===== src/rtl/truth_table_pkg.sv =====
// Shared definitions for the programmable truth-table engine.
// Holds the sequencer state encoding and the helper that sizes the
// column-select port from the number of stored functions.
package truth_table_pkg;

  // IDLE serves single evaluations and config writes; SWEEP walks every
  // input row; DONE is the one-cycle end-of-sweep marker.
  typedef enum logic [1:0] {
    TT_IDLE  = 2'd0,
    TT_SWEEP = 2'd1,
    TT_DONE  = 2'd2
  } tt_state_e;

  // A single function still needs a one-bit select so the port exists.
  function automatic int calcSelW(input int nOut);
    return (nOut <= 1) ? 1 : $clog2(nOut);
  endfunction

endpackage


===== src/rtl/tt_row_lookup.sv =====
// Combinational row lookup for the truth-table engine.
// Ports:
//   table_i  - flat table, column j occupies bits [j*2^N_IN +: 2^N_IN]
//   row_i    - input row index (row_i[N_IN-1] is the MSB input)
//   result_o - bit j is function j evaluated at row_i
module tt_row_lookup #(
  parameter int N_IN  = 4,
  parameter int N_OUT = 10
) (
  input  logic [N_OUT*(1<<N_IN)-1:0] table_i,
  input  logic [N_IN-1:0]            row_i,
  output logic [N_OUT-1:0]           result_o
);

  localparam int ROWS = 1 << N_IN;

  // Each function is its own column; pick the addressed bit of every column.
  for (genvar g = 0; g < N_OUT; g++) begin : gCol
    logic [ROWS-1:0] column;
    assign column      = table_i[g*ROWS +: ROWS];
    assign result_o[g] = column[row_i];
  end

endmodule


===== src/rtl/truth_table_engine.sv =====
// Programmable multi-output truth-table evaluator.
// Stores N_OUT loadable columns of 2^N_IN bits and answers either single
// evaluation requests or an autonomous sweep of every input row, with a
// one-deep registered output under valid/ready backpressure.
// Ports:
//   clk, reset                 - clock, synchronous active-high reset
//   cfg_we/cfg_sel/cfg_col     - column write (accepted only while cfg_ready)
//   cfg_ready                  - high in IDLE
//   in_valid/in_ready/in_vec   - single evaluation request
//   start                      - sweep request
//   busy, done                 - sweep in progress / one-cycle end pulse
//   out_valid/out_ready        - result handshake
//   out_row/out_vec/out_last   - result row, function vector, final beat flag
module truth_table_engine
  import truth_table_pkg::*;
#(
  parameter int N_IN  = 4,
  parameter int N_OUT = 10,
  parameter int SEL_W = calcSelW(N_OUT)
) (
  input  logic                 clk,
  input  logic                 reset,
  input  logic                 cfg_we,
  input  logic [SEL_W-1:0]     cfg_sel,
  input  logic [(1<<N_IN)-1:0] cfg_col,
  output logic                 cfg_ready,
  input  logic                 in_valid,
  output logic                 in_ready,
  input  logic [N_IN-1:0]      in_vec,
  input  logic                 start,
  output logic                 busy,
  output logic                 out_valid,
  input  logic                 out_ready,
  output logic [N_IN-1:0]      out_row,
  output logic [N_OUT-1:0]     out_vec,
  output logic                 out_last,
  output logic                 done
);

  localparam int ROWS = 1 << N_IN;

  tt_state_e             state_q, state_d;
  logic [N_IN-1:0]       rowCnt_q, rowCnt_d;
  logic [N_OUT*ROWS-1:0] table_q, table_d;
  logic                  outValid_q, outValid_d;
  logic                  outLast_q, outLast_d;
  logic [N_IN-1:0]       outRow_q, outRow_d;
  logic [N_OUT-1:0]      outVec_q, outVec_d;

  logic                  outFree;
  logic                  evalAccept;
  logic                  startAccept;
  logic                  sweepLoad;
  logic                  lastAccept;
  logic [N_IN-1:0]       lookupRow;
  logic [N_OUT-1:0]      lookupVec;

  // The output register can take new data when empty or being drained.
  assign outFree     = !outValid_q || out_ready;
  assign evalAccept  = in_valid && in_ready;
  // An evaluation request always wins over a simultaneous start.
  assign startAccept = (state_q == TT_IDLE) && start && !in_valid && outFree;
  // The register is empty when a sweep begins, so a pending beat with
  // out_last set inside SWEEP can only be the final row; stop loading then.
  assign sweepLoad   = (state_q == TT_SWEEP) && outFree && !(outValid_q && outLast_q);
  assign lastAccept  = (state_q == TT_SWEEP) && outValid_q && outLast_q && out_ready;

  assign lookupRow = (state_q == TT_SWEEP) ? rowCnt_q : in_vec;

  // Lookups always see the registered table, so a same-cycle write only
  // affects later evaluations.
  tt_row_lookup #(
    .N_IN  (N_IN),
    .N_OUT (N_OUT)
  ) u_lookup (
    .table_i  (table_q),
    .row_i    (lookupRow),
    .result_o (lookupVec)
  );

  // Next-state logic of the IDLE -> SWEEP -> DONE sequencer.
  always_comb begin
    state_d = state_q;
    case (state_q)
      TT_IDLE:  if (startAccept) state_d = TT_SWEEP;
      TT_SWEEP: if (lastAccept)  state_d = TT_DONE;
      TT_DONE:  state_d = TT_IDLE;
      default:  state_d = TT_IDLE;
    endcase
  end

  // Status outputs decoded from state and the output register occupancy.
  always_comb begin
    cfg_ready = (state_q == TT_IDLE);
    in_ready  = (state_q == TT_IDLE) && outFree;
    busy      = (state_q == TT_SWEEP) || (state_q == TT_DONE);
    done      = (state_q == TT_DONE);
  end

  // Column writes are ignored outside IDLE and for selects past N_OUT-1.
  always_comb begin
    table_d = table_q;
    if (cfg_we && (state_q == TT_IDLE)) begin
      for (int j = 0; j < N_OUT; j++) begin
        if (cfg_sel == SEL_W'(j)) table_d[j*ROWS +: ROWS] = cfg_col;
      end
    end
  end

  // Row counter and output register; data holds whenever nothing loads.
  always_comb begin
    rowCnt_d   = rowCnt_q;
    outValid_d = outValid_q;
    outRow_d   = outRow_q;
    outVec_d   = outVec_q;
    outLast_d  = outLast_q;
    if (startAccept) rowCnt_d = '0;
    if (evalAccept) begin
      outValid_d = 1'b1;
      outRow_d   = in_vec;
      outVec_d   = lookupVec;
      outLast_d  = 1'b1;
    end else if (sweepLoad) begin
      outValid_d = 1'b1;
      outRow_d   = rowCnt_q;
      outVec_d   = lookupVec;
      outLast_d  = &rowCnt_q;
      rowCnt_d   = rowCnt_q + N_IN'(1);
    end else if (out_ready) begin
      outValid_d = 1'b0;
    end
  end

  // All state registers with synchronous reset.
  always_ff @(posedge clk) begin
    if (reset) begin
      state_q    <= TT_IDLE;
      rowCnt_q   <= '0;
      table_q    <= '0;
      outValid_q <= 1'b0;
      outRow_q   <= '0;
      outVec_q   <= '0;
      outLast_q  <= 1'b0;
    end else begin
      state_q    <= state_d;
      rowCnt_q   <= rowCnt_d;
      table_q    <= table_d;
      outValid_q <= outValid_d;
      outRow_q   <= outRow_d;
      outVec_q   <= outVec_d;
      outLast_q  <= outLast_d;
    end
  end

  assign out_valid = outValid_q;
  assign out_row   = outRow_q;
  assign out_vec   = outVec_q;
  assign out_last  = outLast_q;

endmodule


===== config.mk =====
export PLATFORM = sky130hd
export DESIGN_NAME = truth_table_engine
export DESIGN_NICKNAME = d
export VERILOG_FILES = /design/src/rtl/truth_table_pkg.sv /design/src/rtl/tt_row_lookup.sv /design/src/rtl/truth_table_engine.sv
export SDC_FILE = /design/constraint.sdc
export NUM_CORES = 1
export LEC_CHECK = 0
export BUFFER_PORTS_ARGS = -buffer_cell sky130_fd_sc_hd__buf_2
export CAP_MARGIN = 20
export CORE_MARGIN = 3
export CORE_UTILIZATION = 50
export DETAILED_ROUTE_END_ITERATION = 10
export PLACE_DENSITY = 0.75
export SYNTH_ARGS = -nofsm -noshare
export SYNTH_HDL_FRONTEND = slang
export SYNTH_SLANG_ARGS = --single-unit

===== constraint.sdc =====
create_clock -name clk -period 2.3 [get_ports clk]
set_input_delay 0.575 -clock clk [delete_from_list [all_inputs] [get_ports clk]]
set_output_delay 0.575 -clock clk [all_outputs]
set_load 0.02 [all_outputs]

### Word level (Yosys, flattened, before mapping)

Index checks and enable logic that the tools add are counted.

* register bits after elaboration: 182
* word-level logic and storage cells: 100

* add/sub/neg operators: 1
* $lt $le $gt $ge: 1
* equal/unequal tests: 13
* multiplexer cells: 36
* reductions and logical operators: 33

Operator list (count)
* $bmux W1 S4: 10
* $mux W4: 6
* $reduce_and A2 Y1: 11
* $mux W10: 2
* $eq A4 B3 Y1 const B: 4
* $mux W1: 15
* $logic_and A1 B1 Y1: 12
* $eq A4 B2 Y1 const B: 2
* $eq A4 B4 Y1 const B: 2
* $lt A4 B5 Y1 const B: 1
* $add A4 B1 Y4 const B: 1
* $eq A4 B1 Y1 const B: 1
* $logic_not A4 Y1: 1
* $mux W2: 2
* $pmux W2 S2: 1
* $reduce_and A4 Y1: 1
* $logic_not A1 Y1: 3
* $reduce_bool A3 Y1: 1
* $eq A2 B1 Y1 const B: 1
* $eq A2 B2 Y1 const B: 1
* $logic_not A2 Y1: 1
* $logic_or A1 B1 Y1: 2
* $ne A2 B1 Y1 const B: 1
* $ne A2 B2 Y1 const B: 1
* $reduce_bool A2 Y1: 1

### Longest topological paths before layout

Gate-level depths: netlist (run 1).

* depth in word-level cells: 7
* depth in mapped cells: 10
* depth with buffers taken out: 7

### Hierarchy

Synthesis (run 1) repeated with hierarchy kept, for this count alone.

* cell total of the unflattened synthesis: 884
* area total of the unflattened synthesis: 7891.3 um^2

By module, submodules not included
* truth_table_engine: instances 1, cells an instance 798, area an instance 6712.7 um^2, sequential area each 3643.5 um^2
* tt_row_lookup: instances 1, cells an instance 86, area an instance 1178.6 um^2, sequential area each 0.0 um^2

### Worst setup path before layout (run 1)

OpenSTA, ideal clock, no wires.

* path kind: flip-flop to flip-flop
* from: register state_q[1]
* to: register outVec_q[2] (netlist: out_vec[2])
* library setup time: 0.132 ns
* data arrival time: 2.151 ns
* setup slack: 0.017 ns
* cell stages (with the launch flop): 9
* period minus slack after synthesis: 2.283 ns
* cells stage by stage: dfxtp_1 -> inv_1 -> ha_1 -> buf_6 -> mux2i_2 -> mux4_1 -> a22o_1 -> nor4_2 -> nor3_1

* cells in the longest elaborated chain, start to end: 6
* elaborated cells between the ends (all ways): 12
* classes of those cells: eq/ne (1); mux (5); reduce/logical (6)

RTL lines
* start: declaration: line truth_table_engine.sv:42 `tt_state_e state_q, state_d;`
* start signal: assignment: line truth_table_engine.sv:145 `state_q <= state_d;`
* $eq A2 B1 Y1: line truth_table_engine.sv:65, truth_table_engine.sv:68
* $mux W4: line truth_table_engine.sv:68 `assign lookupRow = (state_q == TT_SWEEP) ? rowCnt_q : in_vec;`
* $bmux W1 S4: line tt_row_lookup.sv:21 `assign result_o[g] = column[row_i];`
* $mux W1 (not written as such): line tt_row_lookup.sv:21
* $mux W10: line truth_table_engine.sv:123 `end else if (sweepLoad) begin`
* $mux W10: line truth_table_engine.sv:118 `if (evalAccept) begin`
* end signal: assignment: line truth_table_engine.sv:150 `outVec_q <= outVec_d;`
* end: declaration: line truth_table_engine.sv:48 `logic [N_OUT-1:0] outVec_q, outVec_d;`

Parallel ways exist; a longest one is shown, timed or not. The select of a mux whose other input is x is not followed.
A chain may end at the register's enable or synchronous reset.

### Worst setup path after layout (run 1)

* from: register state_q[1]
* to: register outVec_q[6] (netlist: out_vec[6])

The elaborated chain is that of the path after synthesis.

==> results of run 1 <==
==> sequential cells by signal (all words and copies together) (netlist names) <==
name,flops
out_last,1
out_row,4
out_valid,1
out_vec,10
rowCnt_q,4
state_q,2
table_q,160
==> layer usage <==
metal,vias to the layer above,track usage [%],part of all wire (%),routed length (um)
li1,3062,-,-,-
met1,3182,35.2,43,9660
met2,274,39.3,46,10300
met3,47,4.99,7.3,1630
met4,0,9.77,2.9,655
met5,-,0,0,0
==> cells in the mapped netlist, drive strengths merged (3+ instances only) <==
cell	number	area (um2)
nor3	12	65.1
nor2	156	586
a211oi	5	37.5
clkbuf	50	188
a22o	6	52.6
a21oi	41	205
o22ai	14	87.6
nand2b	5	31.3
dfxtp	182	3640
nor4	7	87.6
nand2	67	251
mux2i	165	1670
a221oi	3	26.3
buf	24	156
nor3b	3	22.5
nand3	24	120
inv	8	30.0
nor2b	3	18.8
a222oi	4	40.0
mux4	21	480
ha	5	62.6
o21ai	5	25.0
a22oi	3	22.5
a32o	4	40.0
==> repair_timing <==
| action | in CTS | in global routing |
|---|---|---|
| resized for setup | 6 | 13 |
| setup buffers | 3 | 1 |
| hold endpoints to repair | 0 | 0 |
| pin swaps | 0 | 5 |
| endpoints found under the setup margin | 10 | 77 |
==> where the power goes <==
| group | leakage (uW) | internal, uW | switching [uW] | total, uW |
|---|---|---|---|---|
| Sequential | 0.00147 | 3230 | 52.4 | 3280 |
| Combinational | 0.00210 | 425 | 633 | 1060 |
| Clock | 0.000282 | 1690 | 1210 | 2900 |
| Total | 0.00386 | 5340 | 1890 | 7240 |
==> cell type report <==
cell class	instances	area share, %
clock buffer	25	5.05
clock inverter	6	0.951
inverter	8	0.312
multi-input combinational	579	44.0
sequential	182	37.9
tap	216	2.81
timing repair buffer	111	8.93
==> kinds of logic after synthesis <==
kind of cell | Yosys count | synth area share, %
simple gates | 287 | 15.4
compound gates | 99 | 7.97
fa+ha+maj | 5 | 0.766
flops | 182 | 44.6
mux | 188 | 26.6
buf+inv | 82 | 4.58
==> worst paths after layout <==
path | to | depth (start not counted) | startpoint | slack [ps]
max reg2reg | out_vec[6] | 8 | state_q[1] | 100
min reg2reg | table_q[64] | 2 | table_q[64] | 450
min | table_q[64] | 2 | table_q[64] | 450
max | out_vec[6] | 8 | state_q[1] | 100
==> metrics by stage <==
step           total power [uW]  util [%]  TNS, ps  hold slack [ps]
5_1_grt                    7470      60.3        0              469
2_1_floorplan              3950         -        0              433
3_5_place_dp               4350      55.9     -799              444
6_report                   7240      60.3        0              452
4_1_cts                    7240      59.9        0              449
3_3_place_gp               4330      55.9     -254              439
==> critical path, delay by kind of cell, from the launching register on <==
family          cells  cell delay (ps)
mux                 2              770
buf+inv             3              390
compound gates      2              370
flops               1              320
fa+ha+maj           1              200
==> results.cfg, run 1 <==
[logic_synthesis]
synth-seq-cells = 182
yosys_warnings = 0
syn-instance-count = 843
synthDistinctLibCells = 51
syn_area_um2 = 8160
syn-num-nets = 878
synth_flop_cell = dfxtp_1
synth_edf_count = 0
async_flop_share_pct = 0
syn_area_per_cell_um2 = 9.68
yosysSeqAreaShare_pct = 44.6

[route]
dr.pass1.iters = 5
drt_drc_violations_left = 0
drt_wl_total_mm = 22.3
dr_total_vias = 6565
viasPerCell = 5.83
ant_nets = 0
drt-wirelength-per-cell_um = 19.8
drt_iter0_drc = 602

[die]
fp.dieH_um = 134
ios = 50
initial_core_util_pct = 51.2
rows = 46
dieArea_um2 = 17900
fp.dieW_um = 134
coreArea_um2 = 15900

[clock_tree]
ctsRootBufferMaster = clkbuf_16
cts_max_level = 4
cts_sinks = 182
ctsHoldBuffers = 0
clkSlewWorstSetupHoldPaths_ps = 60
cts_max_path_buffers = 2
cts_buffers = 17
insertion_delay_ps = 430
cts_tree = built

[finish]
nFillCells = 1353
area_growth_syn_to_layout_pct = 17.7
multi_input_area_um2 = 4230
finalNetCount = 934
layout-drive-gt1-share_pct = 20.1
diodes = 0
mostFrequentLayoutCells = dfxtp_1 (181), mux2i_1 (163), nor2_1 (156), nand2_1 (66), buf_4 (50)
final_common_cell = dfxtp_1
fin_area_um2 = 9610
fin_cells = 1127
layout.area.seq_um2 = 3640

[timing]
slew_headroom_pct = 66.0
fin_ws_ps = 99.1
report.final.slew_viol_count = 0
min_period_ps = 2200
tightest_slew_ps = 510
rsz0062_at_grt = false
setup_violations = 0
timing.final.crit_share_pct = 95.7
finalHoldViolCount = 0
clock_skew_ps = 8.32
max_freq_mhz = 454

[global_routing]
grt_antenna_before_repair = 0
grt_max_degree = 47
grt_pass1_vias = 6403
grt_pass1_wl_mm = 35.2
grt_overflow = 0
grt_use_total_pct = 25.3

[worst_setup_path]
critPathSlowestCell = mux4_2
required_ps = 2590
crit_fanout = 10
critical_path.cell_chain = inv_2, ha_4, mux2_4, buf_12, buf_4, mux4_2, a22oi_1, a211oi_1
start_kind = register
arrival_ps = 2490
cp-end-kind = register
path_class = register to register
crit_path_max_incr_delay_ps = 420

[placed_design]
postPlaceCellArea_um2 = 8920
gp_congestion = 0.915
io_buffer_count = 49
dp_cells = 1092
dp_slack_ps = -157
hpwl_mm = 14.2

[run_status]
status = finished, final reports clean

[hold_path]
hp-class = register to register

[pwr]
p_leak_uw = 0.00386
power_density_nw_per_um2 = 753
vdd_drop_max_v = 0.000805

[flow_run]
cap_violations = 0
Note: power is estimated with default switching activity, not from simulation.
==> run 2: changes to the inputs <==
--- a/config.mk
+++ b/config.mk
@@ -7,7 +7,6 @@
 export LEC_CHECK = 0
 export BUFFER_PORTS_ARGS = -buffer_cell sky130_fd_sc_hd__buf_2
 export CAP_MARGIN = 20
-export CORE_MARGIN = 3
 export CORE_UTILIZATION = 50
 export DETAILED_ROUTE_END_ITERATION = 10
 export PLACE_DENSITY = 0.75
==> results.cfg, run 2 (synthesis results as in run 1) <==
[pwr]
p_sw_uw = 1970
p_leak_uw = 0.00384
vdd_drop_max_v = 0.000595
pwr-share-comb_pct = 14.2
switching_share_pct = 26.7
p_int_uw = 5400
p_clk_share_pct = 41.1
power.share.sequential_pct = 44.6
power_density_nw_per_um2 = 765

[global_routing]
grt_overflow = 0
grt_max_degree = 110
grt_pass1_vias = 6224
grt_use_total_pct = 28.0
grt_antenna_before_repair = 0
grt_pass1_wl_mm = 35.0

[die]
coreArea_um2 = 15900
ios = 50
fp.dieH_um = 130
rows = 46
initial_core_util_pct = 51.4
fp.dieW_um = 130
dieArea_um2 = 16800

[worst_setup_path]
crit_path_max_incr_delay_ps = 510
cp-end-kind = register
timing.rr.start = state_q[1]
r2r_slack_ps = 110
r2r-end = out_vec[7]
crit_fanout = 11
path_class = register to register
crit_buf_inv = 3
path_delay_family = multiplexers
reg2reg_depth = 9
cp.depth = 9
start_kind = register
endpoint = out_vec[7]
worstSetupStartpoint = state_q[1]
critical_path.cell_chain = inv_2, ha_4, buf_8, mux2i_4, buf_12, mux4_2, a22o_1, nor4_2, nor3_1
critPathSlowestCell = mux4_2
required_ps = 2600
arrival_ps = 2500

[route]
dr_total_vias = 6560
drt_iter0_drc = 582
dr.pass1.iters = 5
ant_nets = 0
drt_wl_total_mm = 22.4
drt_drc_violations_left = 0
drt-wirelength-per-cell_um = 20.0
viasPerCell = 5.85

[clock_tree]
ctsHoldBuffers = 0
ctsRootBufferMaster = clkbuf_16
cts_max_path_buffers = 2
cts_max_level = 4
cts_tree = built
clkSlewWorstSetupHoldPaths_ps = 70
insertion_delay_ps = 430
cts_sinks = 182
cts_buffers = 17

[finish]
fin_area_um2 = 9630
finalNetCount = 928
layout-drive-gt1-share_pct = 20.4
mostFrequentLayoutCells = dfxtp_1 (181), mux2i_1 (163), nor2_1 (154), nand2_1 (66), buf_2 (48)
diodes = 0
regMostFlops = table_q
fin_cells = 1122
final_common_cell = dfxtp_1
area_growth_syn_to_layout_pct = 18.0
largest_register_ffs = 160

[placed_design]
hpwl_mm = 14.3
io_buffer_count = 49
gp_congestion = 0.857
dp_cells = 1090
dp_slack_ps = -225
postPlaceCellArea_um2 = 8920

[timing]
min_period_ps = 2190
finalHoldViolCount = 0
worst_hold_slack_ps = 453
timing.final.crit_share_pct = 95.3
rsz0062_at_grt = false
fin_ws_ps = 107
max_freq_mhz = 456
setup_violations = 0
clock_skew_ps = 8.13
slew_headroom_pct = 57.9
tightest_slew_ps = 632
report.final.slew_viol_count = 0

[run_status]
status = finished, final reports clean

[hold_path]
hp-class = register to register

[flow_run]
cap_violations = 0
[run 2: cell types whose count changed in the layout (fill, tap and decap cells not counted), sizes merged]
cell | previous run | this run
inv | 9 | 12
bufinv | 2 | 3
clkinv | 3 | 2
buf | 111 | 105
clkinvlp | 0 | 5
clkbuf | 25 | 18
[run 2: what timing repair did]
item | in CTS | in global routing
resized for setup | 9 | 12
endpoints found under the setup margin | 16 | 28
pin swaps | 0 | 1
cloned | 0 | 0
endpoints found under the hold margin | 0 | 0
buffers inserted | 0 | 0
[run 2: worst min-delay path by stage]
stage	startpoint	end	slack, ps	depth (start not counted)
floorplan	table_q[10]	table_q[10]	430	2
global placement	table_q[12]	table_q[12]	440	2
detailed placement	table_q[76]	table_q[76]	450	2
CTS	table_q[76]	table_q[76]	450	2
global route	table_q[74]	table_q[74]	470	2
finish	table_q[76]	table_q[76]	450	2
[run 2: worst register-to-register path, delay by kind of cell (launching register included)]
| family | cells | cell delay (ps) |
|---|---|---|
| AO/OA/AOI/OAI | 1 | 220 |
| adder cells (fa/ha/maj) | 1 | 160 |
| buffers and inverters | 3 | 410 |
| flip-flops | 1 | 320 |
| multiplexers | 2 | 760 |
| AND/OR/NAND/NOR | 2 | 200 |
[run 2: cell type report]
class | count | area, um2
Tap cell | 216 | 270
Clock inverter | 14 | 173
Sequential cell | 182 | 3640
Multi-Input combinational cell | 579 | 4260
Clock buffer | 18 | 439
Timing Repair Buffer | 105 | 817
Inverter | 8 | 30.0
Fill cell | 1352 | 6260
[run 2: through the flow]
stage	TNS [ps]	power, uW	utilization [%]
floorplan	0	3950	-
global placement	-439	4340	56.2
detailed placement	-836	4350	56.2
CTS	0	7340	60.3
global route	0	7590	60.6
finish	0	7370	60.6
[run 2: layer usage]
layer | global-route usage [%] | vias up | routed length, um
li1 | - | 3062 | -
met1 | 37.3 | 3220 | 9790
met2 | 45.2 | 245 | 10700
met3 | 5.33 | 33 | 1430
met4 | 10.5 | 0 | 461
met5 | 0 | - | 0
[run 2: power by group through the flow]
stage               Combinational [uW]  Sequential, uW  Clock (uW)
CTS                               1020            3280        3040
detailed placement                 999            3350           0
global placement                   985            3350           0
floorplan                          568            3380           0
global route                      1110            3290        3180
finish                            1050            3290        3030
==> run 3: changes to the inputs <==
--- a/config.mk
+++ b/config.mk
@@ -8,8 +8,9 @@
 export BUFFER_PORTS_ARGS = -buffer_cell sky130_fd_sc_hd__buf_2
 export CAP_MARGIN = 20
 export CORE_UTILIZATION = 50
+export CTS_BUF_LIST = sky130_fd_sc_hd__clkbuf_8
 export DETAILED_ROUTE_END_ITERATION = 10
-export PLACE_DENSITY = 0.75
+export PLACE_DENSITY = 0.73
 export SYNTH_ARGS = -nofsm -noshare
 export SYNTH_HDL_FRONTEND = slang
 export SYNTH_SLANG_ARGS = --single-unit
==> constraint.sdc (replaced) <==
create_clock -name clk -period 2.5 [get_ports clk]
set_input_delay 0.625 -clock clk [delete_from_list [all_inputs] [get_ports clk]]
set_output_delay 0.625 -clock clk [all_outputs]
set_load 0.02 [all_outputs]
==> results.cfg, run 3 (synthesis results as in run 1) <==
[run_status]
status = finished, final reports clean

[placed_design]
hpwl_mm = 14.0
gp_congestion = 0.887
dp_cells = 1076
dp_slack_ps = -46.7
io_buffer_count = 49

[clock_tree]
clkSlewWorstSetupHoldPaths_ps = 90
ctsRootBufferMaster = clkbuf_8
cts_tree = built
insertion_delay_ps = 480
cts_max_level = 4
cts_buffers = 17
cts_sinks = 182
cts_max_path_buffers = 2

[route]
dr.pass1.iters = 5
ant_nets = 0
drt_wl_total_mm = 21.5
dr_total_vias = 6411
viasPerCell = 5.77
drt-wirelength-per-cell_um = 19.3
drt_drc_violations_left = 0
drt_iter0_drc = 506

[timing]
fin_ws_ps = 62.4
timing.final.crit_share_pct = 97.5
slew_headroom_pct = 50.9
setup_violations = 0
finalHoldViolCount = 0
setup_tns_ps = 0
min_period_ps = 2440
worst_hold_slack_ps = 453
rsz0062_at_grt = false
report.final.slew_viol_count = 0
clock_skew_ps = 12.9
max_freq_mhz = 410
tightest_slew_ps = 732

[worst_setup_path]
r2r_slack_ps = 60
timing.rr.start = state_q[1]
r2r-end = out_vec[8]
arrival_ps = 2790
reg2reg_depth = 8
required_ps = 2850
start_kind = register
crit_fanout = 15
path_class = register to register
cp-end-kind = register

[global_routing]
grt_pass1_wl_mm = 33.6
grt_max_degree = 80
grt_overflow = 0
grt_use_total_pct = 26.8
grt_pass1_vias = 6117
grt_antenna_before_repair = 0

[finish]
fin_cells = 1112
layout-drive-gt1-share_pct = 18.6
mostFrequentLayoutCells = dfxtp_1 (182), mux2i_1 (163), nor2_1 (154), nand2_1 (66), buf_2 (48)
largest_register_ffs = 160
finalNetCount = 919
final_common_cell = dfxtp_1
diodes = 0
regMostFlops = table_q
post-route-util_pct = 58.4
area_growth_syn_to_layout_pct = 13.6

[pwr]
power_density_nw_per_um2 = 654
p_leak_uw = 0.00368
vdd_drop_max_v = 0.000526

[hold_path]
hp-class = primary input to register
whs_path_depth = 3
min_from = in_vec[0]
holdPathEnd = out_row[0]

[die]
dieArea_um2 = 16800
fp.dieW_um = 130
rows = 46
initial_core_util_pct = 51.4
coreArea_um2 = 15900
ios = 50
fp.dieH_um = 130

[flow_run]
cap_violations = 0
[run 3: cell type report]
type	instances	area [um2]
inverters	8	30.0
flip-flops and latches	182	3640
repair buffers	96	726
clock buffers	20	275
well taps	216	270
clock inverters	11	148
fillers	1399	6610
multi-input cells	579	4180
[run 3: worst max-delay path, cell delays in order, from the launching register on]
cell and delay [ps]:
dfxtp_1 320, inv_1 80, ha_2 310, buf_12 170, mux2_2 500, buf_4 240
mux4_2 300, a221oi_1 300, a211oi_1 110
[run 3: worst max-delay path by stage]
stage | startpoint | end | depth (start not counted)
after floorplan | state_q[1] | out_vec[2] | 8
after global placement | state_q[1] | out_vec[3] | 8
after detailed placement | state_q[1] | out_vec[6] | 8
after CTS | state_q[0] | in_ready | 5
after global routing | state_q[1] | out_vec[8] | 8
final | state_q[1] | out_vec[8] | 8
[run 3: repair_timing]
action	in CTS	in global routing
setup buffers	5	0
setup endpoints to repair	2	18
pin swaps	0	0
hold buffers	0	0
resized for setup	1	3
[run 3: through the flow]
stage	cell area, um2	total power (uW)
final	9270	6060
after global routing	9270	6260
after CTS	9270	6080
after detailed placement	8790	3950
after global placement	8790	3950
after floorplan	8160	3630
[run 3: power breakdown]
part / total (uW) / switching (uW) / internal (uW) / leakage (uW)
Combinational: 905 / 551 / 354 / 0.00200
Clock: 2140 / 1070 / 1070 / 0.000209
Sequential: 3020 / 50.4 / 2970 / 0.00147
Total: 6060 / 1670 / 4390 / 0.00368
[run 3: routing by layer]
layer	global-route usage, %	routed length (um)	share of wire [%]
met1	35.7	9580	45
met2	42.6	9850	46
met3	5.95	1570	7.3
met4	10.5	490	2.3
met5	0	0	0
